==> config.mk <==
export PLATFORM = sky130hd
export DESIGN_NAME = hetic_nest_ctrl_flat
export DESIGN_NICKNAME = d
export VERILOG_FILES = /design/src/rtl/hetic_nest_ctrl_pkg.sv /design/src/rtl/hetic_nest_ctrl_if.sv /design/src/rtl/hetic_nest_ctrl_level_stack.sv /design/src/rtl/hetic_nest_ctrl.sv /design/src/flat_wrapper.sv
export SDC_FILE = /design/constraint.sdc
export NUM_CORES = 1
export LEC_CHECK = 0
export ABC_AREA = 1
export CAP_MARGIN = 40
export CORE_UTILIZATION = 60
export DETAILED_ROUTE_END_ITERATION = 7
export GPL_TIMING_DRIVEN = 0
export PLACE_DENSITY_LB_ADDON = 0.12
export SETUP_SLACK_MARGIN = 0.15
export SYNTH_ARGS = -nofsm -noshare
export SYNTH_HDL_FRONTEND = slang
export SYNTH_SLANG_ARGS = --single-unit
export TNS_END_PERCENT = 100
==> constraint.sdc <==
create_clock -name clk_i -period 4.9 [get_ports clk_i]
set_input_delay 0.49 -clock clk_i [delete_from_list [all_inputs] [get_ports clk_i]]
set_output_delay 0.49 -clock clk_i [all_outputs]
set_load 0.02 [all_outputs]
==> src/rtl/hetic_nest_ctrl_pkg.sv <==
`default_nettype none
// ============================================================================
// hetic_nest_ctrl_pkg : shared types for the HETI nesting controller
// Rev 1.0
// ============================================================================
package hetic_nest_ctrl_pkg;

  localparam int unsigned NrIrqLinesDef = 64;
  localparam int unsigned NrIrqPriosDef = 32;
  localparam int unsigned StackDepthDef = 8;
  localparam int unsigned PkgPrioWidth  = $clog2(NrIrqPriosDef);

  // One level-stack frame: the threshold and nest flag of the preempted context.
  typedef struct packed {
    logic [PkgPrioWidth-1:0] level;
    logic                    nest;
  } nest_entry_t;

  typedef enum logic [0:0] {
    RUN = 1'b0,
    REQ = 1'b1
  } fsm_state_e;

endpackage
`default_nettype wire

==> src/rtl/hetic_nest_ctrl_if.sv <==
`default_nettype none
// ============================================================================
// hetic_nest_ctrl_if : controller-side claim bus and core-side trap handshake
// Rev 1.0
// ============================================================================
interface hetic_nest_ctrl_if
  import hetic_nest_ctrl_pkg::*;
#(
  parameter int unsigned IrqWidth  = $clog2(NrIrqLinesDef),
  parameter int unsigned PrioWidth = PkgPrioWidth
);
  logic                 irq_valid_i;
  logic [IrqWidth-1:0]  irq_id_i;
  logic [PrioWidth-1:0] irq_level_i;
  logic                 irq_heti_i;
  logic                 irq_nest_i;
  logic                 irq_ack_o;
  logic [IrqWidth-1:0]  irq_ack_id_o;
  logic                 core_irq_req_o;
  logic [IrqWidth-1:0]  core_irq_id_o;
  logic                 core_irq_heti_o;
  logic                 core_irq_ack_i;
  logic                 core_mret_i;

  modport slave (
    input  irq_valid_i, irq_id_i, irq_level_i, irq_heti_i, irq_nest_i,
    input  core_irq_ack_i, core_mret_i,
    output irq_ack_o, irq_ack_id_o, core_irq_req_o, core_irq_id_o, core_irq_heti_o
  );

  modport master (
    output irq_valid_i, irq_id_i, irq_level_i, irq_heti_i, irq_nest_i,
    output core_irq_ack_i, core_mret_i,
    input  irq_ack_o, irq_ack_id_o, core_irq_req_o, core_irq_id_o, core_irq_heti_o
  );
endinterface
`default_nettype wire

==> src/rtl/hetic_nest_ctrl_level_stack.sv <==
`default_nettype none
// ============================================================================
// hetic_level_stack : LIFO of preempted contexts; push+pop rewrites the top
// Rev 1.0
// ============================================================================
module hetic_level_stack #(
  parameter  int unsigned StackDepth = 8,
  parameter  type         entry_t    = logic,
  localparam int unsigned DepthWidth = $clog2(StackDepth + 1),
  localparam int unsigned IdxWidth   = (StackDepth > 1) ? $clog2(StackDepth) : 1
) (
  input  logic                  clk_i,
  input  logic                  rst_ni,
  input  logic                  push_i,
  input  logic                  pop_i,
  input  entry_t                data_i,
  output entry_t                top_o,
  output logic                  full_o,
  output logic                  empty_o,
  output logic [DepthWidth-1:0] depth_o
);

  entry_t                mem_q [StackDepth];
  logic [DepthWidth-1:0] depth_q;
  logic [IdxWidth-1:0]   top_idx;
  logic [IdxWidth-1:0]   wr_idx;
  logic                  do_pop;
  logic                  do_push;

  assign empty_o = (depth_q == '0);
  assign full_o  = (depth_q == DepthWidth'(StackDepth));
  assign top_idx = IdxWidth'(depth_q - DepthWidth'(1));
  assign do_pop  = pop_i && !empty_o;
  assign do_push = push_i && (!full_o || do_pop);
  assign wr_idx  = do_pop ? top_idx : IdxWidth'(depth_q);
  assign top_o   = empty_o ? '0 : mem_q[top_idx];
  assign depth_o = depth_q;

  always_ff @(posedge clk_i or negedge rst_ni) begin
    if (!rst_ni) begin
      depth_q <= '0;
      for (int i = 0; i < int'(StackDepth); i++) begin
        mem_q[i] <= '0;
      end
    end else begin
      if (do_push) begin
        mem_q[wr_idx] <= data_i;
      end
      if (do_push && !do_pop) begin
        depth_q <= depth_q + DepthWidth'(1);
      end else if (do_pop && !do_push) begin
        depth_q <= depth_q - DepthWidth'(1);
      end
    end
  end

endmodule
`default_nettype wire

==> src/rtl/hetic_nest_ctrl.sv <==
`default_nettype none
// ============================================================================
// hetic_nest_ctrl : preemption gate and trap handshake behind the HETI arbiter
// Rev 1.0
// ============================================================================
module hetic_nest_ctrl
  import hetic_nest_ctrl_pkg::*;
#(
  parameter  int unsigned NrIrqLines = NrIrqLinesDef,
  parameter  int unsigned NrIrqPrios = NrIrqPriosDef,
  parameter  int unsigned StackDepth = StackDepthDef,
  localparam int unsigned IrqWidth   = $clog2(NrIrqLines),
  localparam int unsigned PrioWidth  = $clog2(NrIrqPrios),
  localparam int unsigned DepthWidth = $clog2(StackDepth + 1)
) (
  input  logic                   clk_i,
  input  logic                   rst_ni,
  hetic_nest_ctrl_if.slave       ctrl_if,
  output logic [PrioWidth-1:0]   level_o,
  output logic [DepthWidth-1:0]  depth_o,
  output logic                   err_o
);

  fsm_state_e           state_q, state_d;
  logic [IrqWidth-1:0]  lat_id_q, lat_id_d;
  logic [PrioWidth-1:0] lat_level_q, lat_level_d;
  logic                 lat_heti_q, lat_heti_d;
  logic                 lat_nest_q, lat_nest_d;
  logic [PrioWidth-1:0] level_q, level_d;
  logic                 nest_q, nest_d;
  logic                 ack_q, ack_d;
  logic [IrqWidth-1:0]  ack_id_q, ack_id_d;
  logic                 err_q, err_d;

  logic        eligible;
  logic        push, pop, full, empty;
  nest_entry_t push_data, top;

  hetic_level_stack #(
    .StackDepth (StackDepth),
    .entry_t    (nest_entry_t)
  ) u_stack (
    .clk_i   (clk_i),
    .rst_ni  (rst_ni),
    .push_i  (push),
    .pop_i   (pop),
    .data_i  (push_data),
    .top_o   (top),
    .full_o  (full),
    .empty_o (empty),
    .depth_o (depth_o)
  );

  assign eligible = ctrl_if.irq_valid_i && (ctrl_if.irq_level_i > level_q) && !full;
  assign pop      = ctrl_if.core_mret_i && !empty;
  // With a simultaneous mret the popped frame is the context being preempted.
  assign push_data = pop ? top : nest_entry_t'{level: level_q, nest: nest_q};

  always_comb begin
    state_d     = state_q;
    lat_id_d    = lat_id_q;
    lat_level_d = lat_level_q;
    lat_heti_d  = lat_heti_q;
    lat_nest_d  = lat_nest_q;
    level_d     = level_q;
    nest_d      = nest_q;
    ack_d       = 1'b0;
    ack_id_d    = ack_id_q;
    err_d       = err_q;
    push        = 1'b0;

    if (pop) begin
      level_d = top.level;
      nest_d  = top.nest;
    end
    if (ctrl_if.core_mret_i && empty) begin
      err_d = 1'b1;
    end

    unique case (state_q)
      RUN: begin
        if (eligible) begin
          lat_id_d    = ctrl_if.irq_id_i;
          lat_level_d = ctrl_if.irq_level_i;
          lat_heti_d  = ctrl_if.irq_heti_i;
          lat_nest_d  = ctrl_if.irq_nest_i;
          state_d     = REQ;
        end
      end
      REQ: begin
        if (ctrl_if.core_irq_ack_i) begin
          push     = 1'b1;
          level_d  = lat_nest_q ? lat_level_q : PrioWidth'(NrIrqPrios - 1);
          nest_d   = lat_nest_q;
          ack_d    = 1'b1;
          ack_id_d = lat_id_q;
          state_d  = RUN;
        end else if (eligible && (ctrl_if.irq_level_i > lat_level_q)) begin
          lat_id_d    = ctrl_if.irq_id_i;
          lat_level_d = ctrl_if.irq_level_i;
          lat_heti_d  = ctrl_if.irq_heti_i;
          lat_nest_d  = ctrl_if.irq_nest_i;
        end else if (!ctrl_if.irq_valid_i || (lat_level_q <= level_q) || full) begin
          state_d = RUN;
        end
      end
      default: state_d = RUN;
    endcase
  end

  always_ff @(posedge clk_i or negedge rst_ni) begin
    if (!rst_ni) begin
      state_q     <= RUN;
      lat_id_q    <= '0;
      lat_level_q <= '0;
      lat_heti_q  <= 1'b0;
      lat_nest_q  <= 1'b0;
      level_q     <= '0;
      nest_q      <= 1'b0;
      ack_q       <= 1'b0;
      ack_id_q    <= '0;
      err_q       <= 1'b0;
    end else begin
      state_q     <= state_d;
      lat_id_q    <= lat_id_d;
      lat_level_q <= lat_level_d;
      lat_heti_q  <= lat_heti_d;
      lat_nest_q  <= lat_nest_d;
      level_q     <= level_d;
      nest_q      <= nest_d;
      ack_q       <= ack_d;
      ack_id_q    <= ack_id_d;
      err_q       <= err_d;
    end
  end

  assign ctrl_if.core_irq_req_o  = (state_q == REQ);
  assign ctrl_if.core_irq_id_o   = lat_id_q;
  assign ctrl_if.core_irq_heti_o = lat_heti_q;
  assign ctrl_if.irq_ack_o       = ack_q;
  assign ctrl_if.irq_ack_id_o    = ack_id_q;
  assign level_o                 = level_q;
  assign err_o                   = err_q;

endmodule
`default_nettype wire

==> src/flat_wrapper.sv <==
// flat-port wrapper written by rule: the top's interface ports become plain ports
module hetic_nest_ctrl_flat import hetic_nest_ctrl_pkg::*;
#(
  parameter  int unsigned NrIrqLines = NrIrqLinesDef,
  parameter  int unsigned NrIrqPrios = NrIrqPriosDef,
  parameter  int unsigned StackDepth = StackDepthDef,
  localparam int unsigned IrqWidth   = $clog2(NrIrqLines),
  localparam int unsigned PrioWidth  = $clog2(NrIrqPrios),
  localparam int unsigned DepthWidth = $clog2(StackDepth + 1)
)
  (clk_i, rst_ni, level_o, depth_o, err_o, ctrl_if_irq_valid_i, ctrl_if_irq_id_i, ctrl_if_irq_level_i, ctrl_if_irq_heti_i, ctrl_if_irq_nest_i, ctrl_if_core_irq_ack_i, ctrl_if_core_mret_i, ctrl_if_irq_ack_o, ctrl_if_irq_ack_id_o, ctrl_if_core_irq_req_o, ctrl_if_core_irq_id_o, ctrl_if_core_irq_heti_o);
  hetic_nest_ctrl_if #(.IrqWidth(6), .PrioWidth(5)) ctrl_if_i ();
  input  logic clk_i;
  input  logic rst_ni;
  output logic [PrioWidth-1:0] level_o;
  output logic [DepthWidth-1:0] depth_o;
  output logic err_o;
  input wire logic [$bits(ctrl_if_i.irq_valid_i)-1:0] ctrl_if_irq_valid_i;
  input wire logic [$bits(ctrl_if_i.irq_id_i)-1:0] ctrl_if_irq_id_i;
  input wire logic [$bits(ctrl_if_i.irq_level_i)-1:0] ctrl_if_irq_level_i;
  input wire logic [$bits(ctrl_if_i.irq_heti_i)-1:0] ctrl_if_irq_heti_i;
  input wire logic [$bits(ctrl_if_i.irq_nest_i)-1:0] ctrl_if_irq_nest_i;
  input wire logic [$bits(ctrl_if_i.core_irq_ack_i)-1:0] ctrl_if_core_irq_ack_i;
  input wire logic [$bits(ctrl_if_i.core_mret_i)-1:0] ctrl_if_core_mret_i;
  output wire logic [$bits(ctrl_if_i.irq_ack_o)-1:0] ctrl_if_irq_ack_o;
  output wire logic [$bits(ctrl_if_i.irq_ack_id_o)-1:0] ctrl_if_irq_ack_id_o;
  output wire logic [$bits(ctrl_if_i.core_irq_req_o)-1:0] ctrl_if_core_irq_req_o;
  output wire logic [$bits(ctrl_if_i.core_irq_id_o)-1:0] ctrl_if_core_irq_id_o;
  output wire logic [$bits(ctrl_if_i.core_irq_heti_o)-1:0] ctrl_if_core_irq_heti_o;
  assign ctrl_if_i.irq_valid_i = ctrl_if_irq_valid_i;
  assign ctrl_if_i.irq_id_i = ctrl_if_irq_id_i;
  assign ctrl_if_i.irq_level_i = ctrl_if_irq_level_i;
  assign ctrl_if_i.irq_heti_i = ctrl_if_irq_heti_i;
  assign ctrl_if_i.irq_nest_i = ctrl_if_irq_nest_i;
  assign ctrl_if_i.core_irq_ack_i = ctrl_if_core_irq_ack_i;
  assign ctrl_if_i.core_mret_i = ctrl_if_core_mret_i;
  assign ctrl_if_irq_ack_o = ctrl_if_i.irq_ack_o;
  assign ctrl_if_irq_ack_id_o = ctrl_if_i.irq_ack_id_o;
  assign ctrl_if_core_irq_req_o = ctrl_if_i.core_irq_req_o;
  assign ctrl_if_core_irq_id_o = ctrl_if_i.core_irq_id_o;
  assign ctrl_if_core_irq_heti_o = ctrl_if_i.core_irq_heti_o;
  hetic_nest_ctrl #(.NrIrqLines(NrIrqLines), .NrIrqPrios(NrIrqPrios), .StackDepth(StackDepth)) u_core (.clk_i(clk_i), .rst_ni(rst_ni), .ctrl_if(ctrl_if_i), .level_o(level_o), .depth_o(depth_o), .err_o(err_o));
endmodule
==> results.md <==
* Leakage power at 2.57 nW
* Net load switching power at 0.00154 W
* IO Pins at 43
* Reg power frac at 30.6%
* Fin crit share at 52.0%
* Slew headroom at 66.1%
* Max VDD drop at roughly 0.36 mV
* Top-count cell post-synth: nand2_1
* Routed wire length on met2 at 4500 µm
* Clock power share at 14.2%
* TritonCTS Buffers at 9
* WL met3 at 575 µm
* Initial DRC count at ~250
* CP startpoint kind: flop
* Largest net degree at the start of global routing at 59
* Synthesized cell area at roughly 0.0040 mm²
* Total clock sinks at 71
* CTS Root Cell: clkbuf_8
* Worst setup margin at 2.35 ns
* Share of layout cells above drive strength 1 at approximately an eighth
* Util after Layout at 74.3%
* Syn nets at about 580
* Row count at 29
* Setup tns final at 0 ns
* Post-synth EDFFs at 0
* Port-buffer cells at 42
* Filler cells at 531
* Share of the yosys chip area belonging to registers at between 40% and 50%
* ANT cells at 0
* CTS clk-pin slew, worst paths at 0.09 ns
* Cell-internal power at 0.00163 W
* Fin crit period at between 2 and 3 ns
* Maximum clock frequency at 0.393 GHz
* Combinational Power Share at 55.3%
* Post-cts sizing count at 0
* Setup violators final at 0
* First-pass GRT wire length at 15900 µm
* Setup crit end kind: flop
* Max Fanout on Critical Path at 10
* Sw Share at 48.7%
* RSZ-0062 raised after global routing: no
* Initial DRT Pass Iterations at 8
* Final Max Tran Viols at 0
* Asr flop ratio synth at 100%
* Die Height at 84.0 µm
* CTS tree: done
* Routed Antenna Nets at 0
* HP Class: reg2reg
* Routed length per instance at 13.9 µm
* Max layer used: met4
* Number of H-tree levels at 3
* WL met1 at 4120 µm
* Area leader, netlist: dfrtp_1
* Total area of sequential cells at between 0.0015 and 0.002 mm²
* Failing checks: design-rule violations
* Ranking of synthesized cells by area: dfrtp_1 (44%), nand2_1 (24%), ha_1 (5.6%)
* PD cells at approximately 660 mW/mm²
* Clock Latency Late Sink at between 0.3 and 0.4 ns
* Vias/cell at about 5.4
* Slowest CP cell: dfrtp_1
* Worst-margin pin slew at 0.509 ns
* FF+latch count, synth at 71
* Die area at roughly 0.0071 mm²
* Top FF cell, synth: dfrtp_1
* Post-CTS Setup Inserts at 0
* Die extent in x at approximately 84 µm
* Status: finished with violations
* Yosys cell types at 28
* Max Root-Sink Buffers at 2
* Pwr Total at approximately 0.0032 W
* GRT Residual Overflow at 0
* GR Util All Layers at 29.0%
* Final nets at 633
* Crit path max-delay family: simple AND/OR/NAND/NOR gates
* Clk_skew at ~0.012 ns
* Initial Util at 62.8%
* Buf/Inv on CP at 3
* Kind of critical path: reg2reg
* Mapped Cells at 542
* Top cells by count, synth: nand2_1 (253), dfrtp_1 (71), inv_1 (50), nand3_1 (33), nor2_1 (23)
* GP Congestion at 0.923
* DP HPWL at slightly above 7000 µm
* Worst path max stage delay at 0.45 ns
* # DRC at 2
* Vias at ~3600
* Area Overhead vs Synth at 18.3%
* Area of the multi-input gates at 0.00197 mm²
* DP Worst Slack at around 2.4 ns
* Vias in the first global route at ~3500
* Max cap viols at 0
* Final hold violations at 0
* Critical path arrival at 2.84 ns
* Crit path required time at 5.20 ns
* Yosys top cell area share at 44.0%
* Synth warn at 0
* Initial antenna violation count at 0
* Core footprint at 0.00642 mm²
* Critical Path, Cell by Cell: inv_2 > buf_2 > ha_1 > clkbuf_1 > nand3_1 > nand3_1 > nand3_1 > nand2_1 > nand2_1 > nand2_1
* Post-Route WL at 9460 µm
* Syn Area/Cell at between 7 and 8 µm²
==> worst paths after layout <==
path                                           start                               to  slack (ns)  depth (start not counted)
setup / recovery           u_core.u_stack.depth_o[0]         u_core.u_stack.mem_q[19]        2.35                         10
hold / removal              u_core.u_stack.mem_q[40]         u_core.u_stack.mem_q[40]        0.48                          2
setup reg to reg           u_core.u_stack.depth_o[0]         u_core.u_stack.mem_q[19]        2.35                         10
hold reg to reg             u_core.u_stack.mem_q[40]         u_core.u_stack.mem_q[40]        0.48                          2
max in group asynchronous                     rst_ni  u_core.ctrl_if.core_irq_id_o[0]        3.84                          3
min in group asynchronous                     rst_ni        u_core.u_stack.depth_o[0]        0.52                          2
==> per-stage QoR <==
step / std cells / hold WS [ns] / area (µm²)
after global routing: 679 / 0.504 / 4770
final: 679 / 0.476 / 4770
after CTS: 679 / 0.479 / 4770
after global placement: 661 / 0.455 / 4550
after floorplan: 542 / 0.194 / 4030
after detailed placement: 662 / 0.362 / 4580
==> cell type report <==
type / instances / area share (%)
inverter: 56 / 4.46
multi-input combinational: 402 / 41.3
buffer: 13 / 1.60
clock buffer: 9 / 2.60
clock inverter: 7 / 1.29
sequential: 71 / 37.2
tap: 77 / 2.02
timing repair buffer: 44 / 9.55
==> registers in the layout, summed over array words and instances (netlist names) <==
register / count
u_core.lat_nest_q: 1
u_core.lat_level_q: 5
u_core.ctrl_if.core_irq_heti_o: 1
u_core.level_o: 5
u_core.ctrl_if.irq_ack_o: 1
u_core.u_stack.depth_o: 4
u_core.err_o: 1
u_core.ctrl_if.core_irq_req_o: 1
u_core.u_stack.mem_q: 40
u_core.ctrl_if.core_irq_id_o: 6
u_core.ctrl_if.irq_ack_id_o: 6
==> repair_timing <==
action,in CTS,in global routing
hold endpoints to repair,13,0
hold buffers,1,0
setup endpoints to repair,0,0
==> worst register-to-register path, cell delays in order, from the launching register on <==
cell and delay, ns:
dfrtp_1 0.45, inv_2 0.12, buf_2 0.22, ha_1 0.34, clkbuf_1 0.41, nand3_1 0.19
nand3_1 0.13, nand3_1 0.08, nand2_1 0.34, nand2_1 0.12, nand2_1 0.09
==> per-layer routing <==
| metal | vias up | global-route usage (%) |
|---|---|---|
| met4 | 0 | 15.5 |
| met5 | - | 0 |
| met1 | 1689 | 36.8 |
| met2 | 153 | 47.8 |
| met3 | 27 | 4.55 |
| li1 | 1777 | - |
==> kinds of logic (layout without fill, tap and decap cells) <==
family	count (synthesis)	count (layout)	synth area share [%]
buf+inv	69	129	7.16
simple gates	349	349	38.0
xor+xnor	4	4	0.869
compound gates	30	30	4.06
flops	71	71	44.0
fa+ha+maj	18	18	5.58
mux	1	1	0.279
==> power groups by stage <==
stage	Combinational [W]	Clock [W]	Sequential (W)
floorplan	0.00109	0	0.00105
global placement	0.00168	0	0.000970
detailed placement	0.00173	0	0.000976
CTS	0.00174	0.000456	0.000968
global route	0.00192	0.000478	0.00100
finish	0.00175	0.000449	0.000969
==> cell usage in the layout, fill, tap and decap left out, drive strengths merged, types with 10 or more instances in the layout <==
cell type and count:
nand2 273, dfrtp 71, inv 61, clkdlybuf4s50 41
nand3 37, nor2 35, o21ai 19, ha 18
clkbuf 12, buf 12, a21oi 10
(Power assumes the default switching activity.)
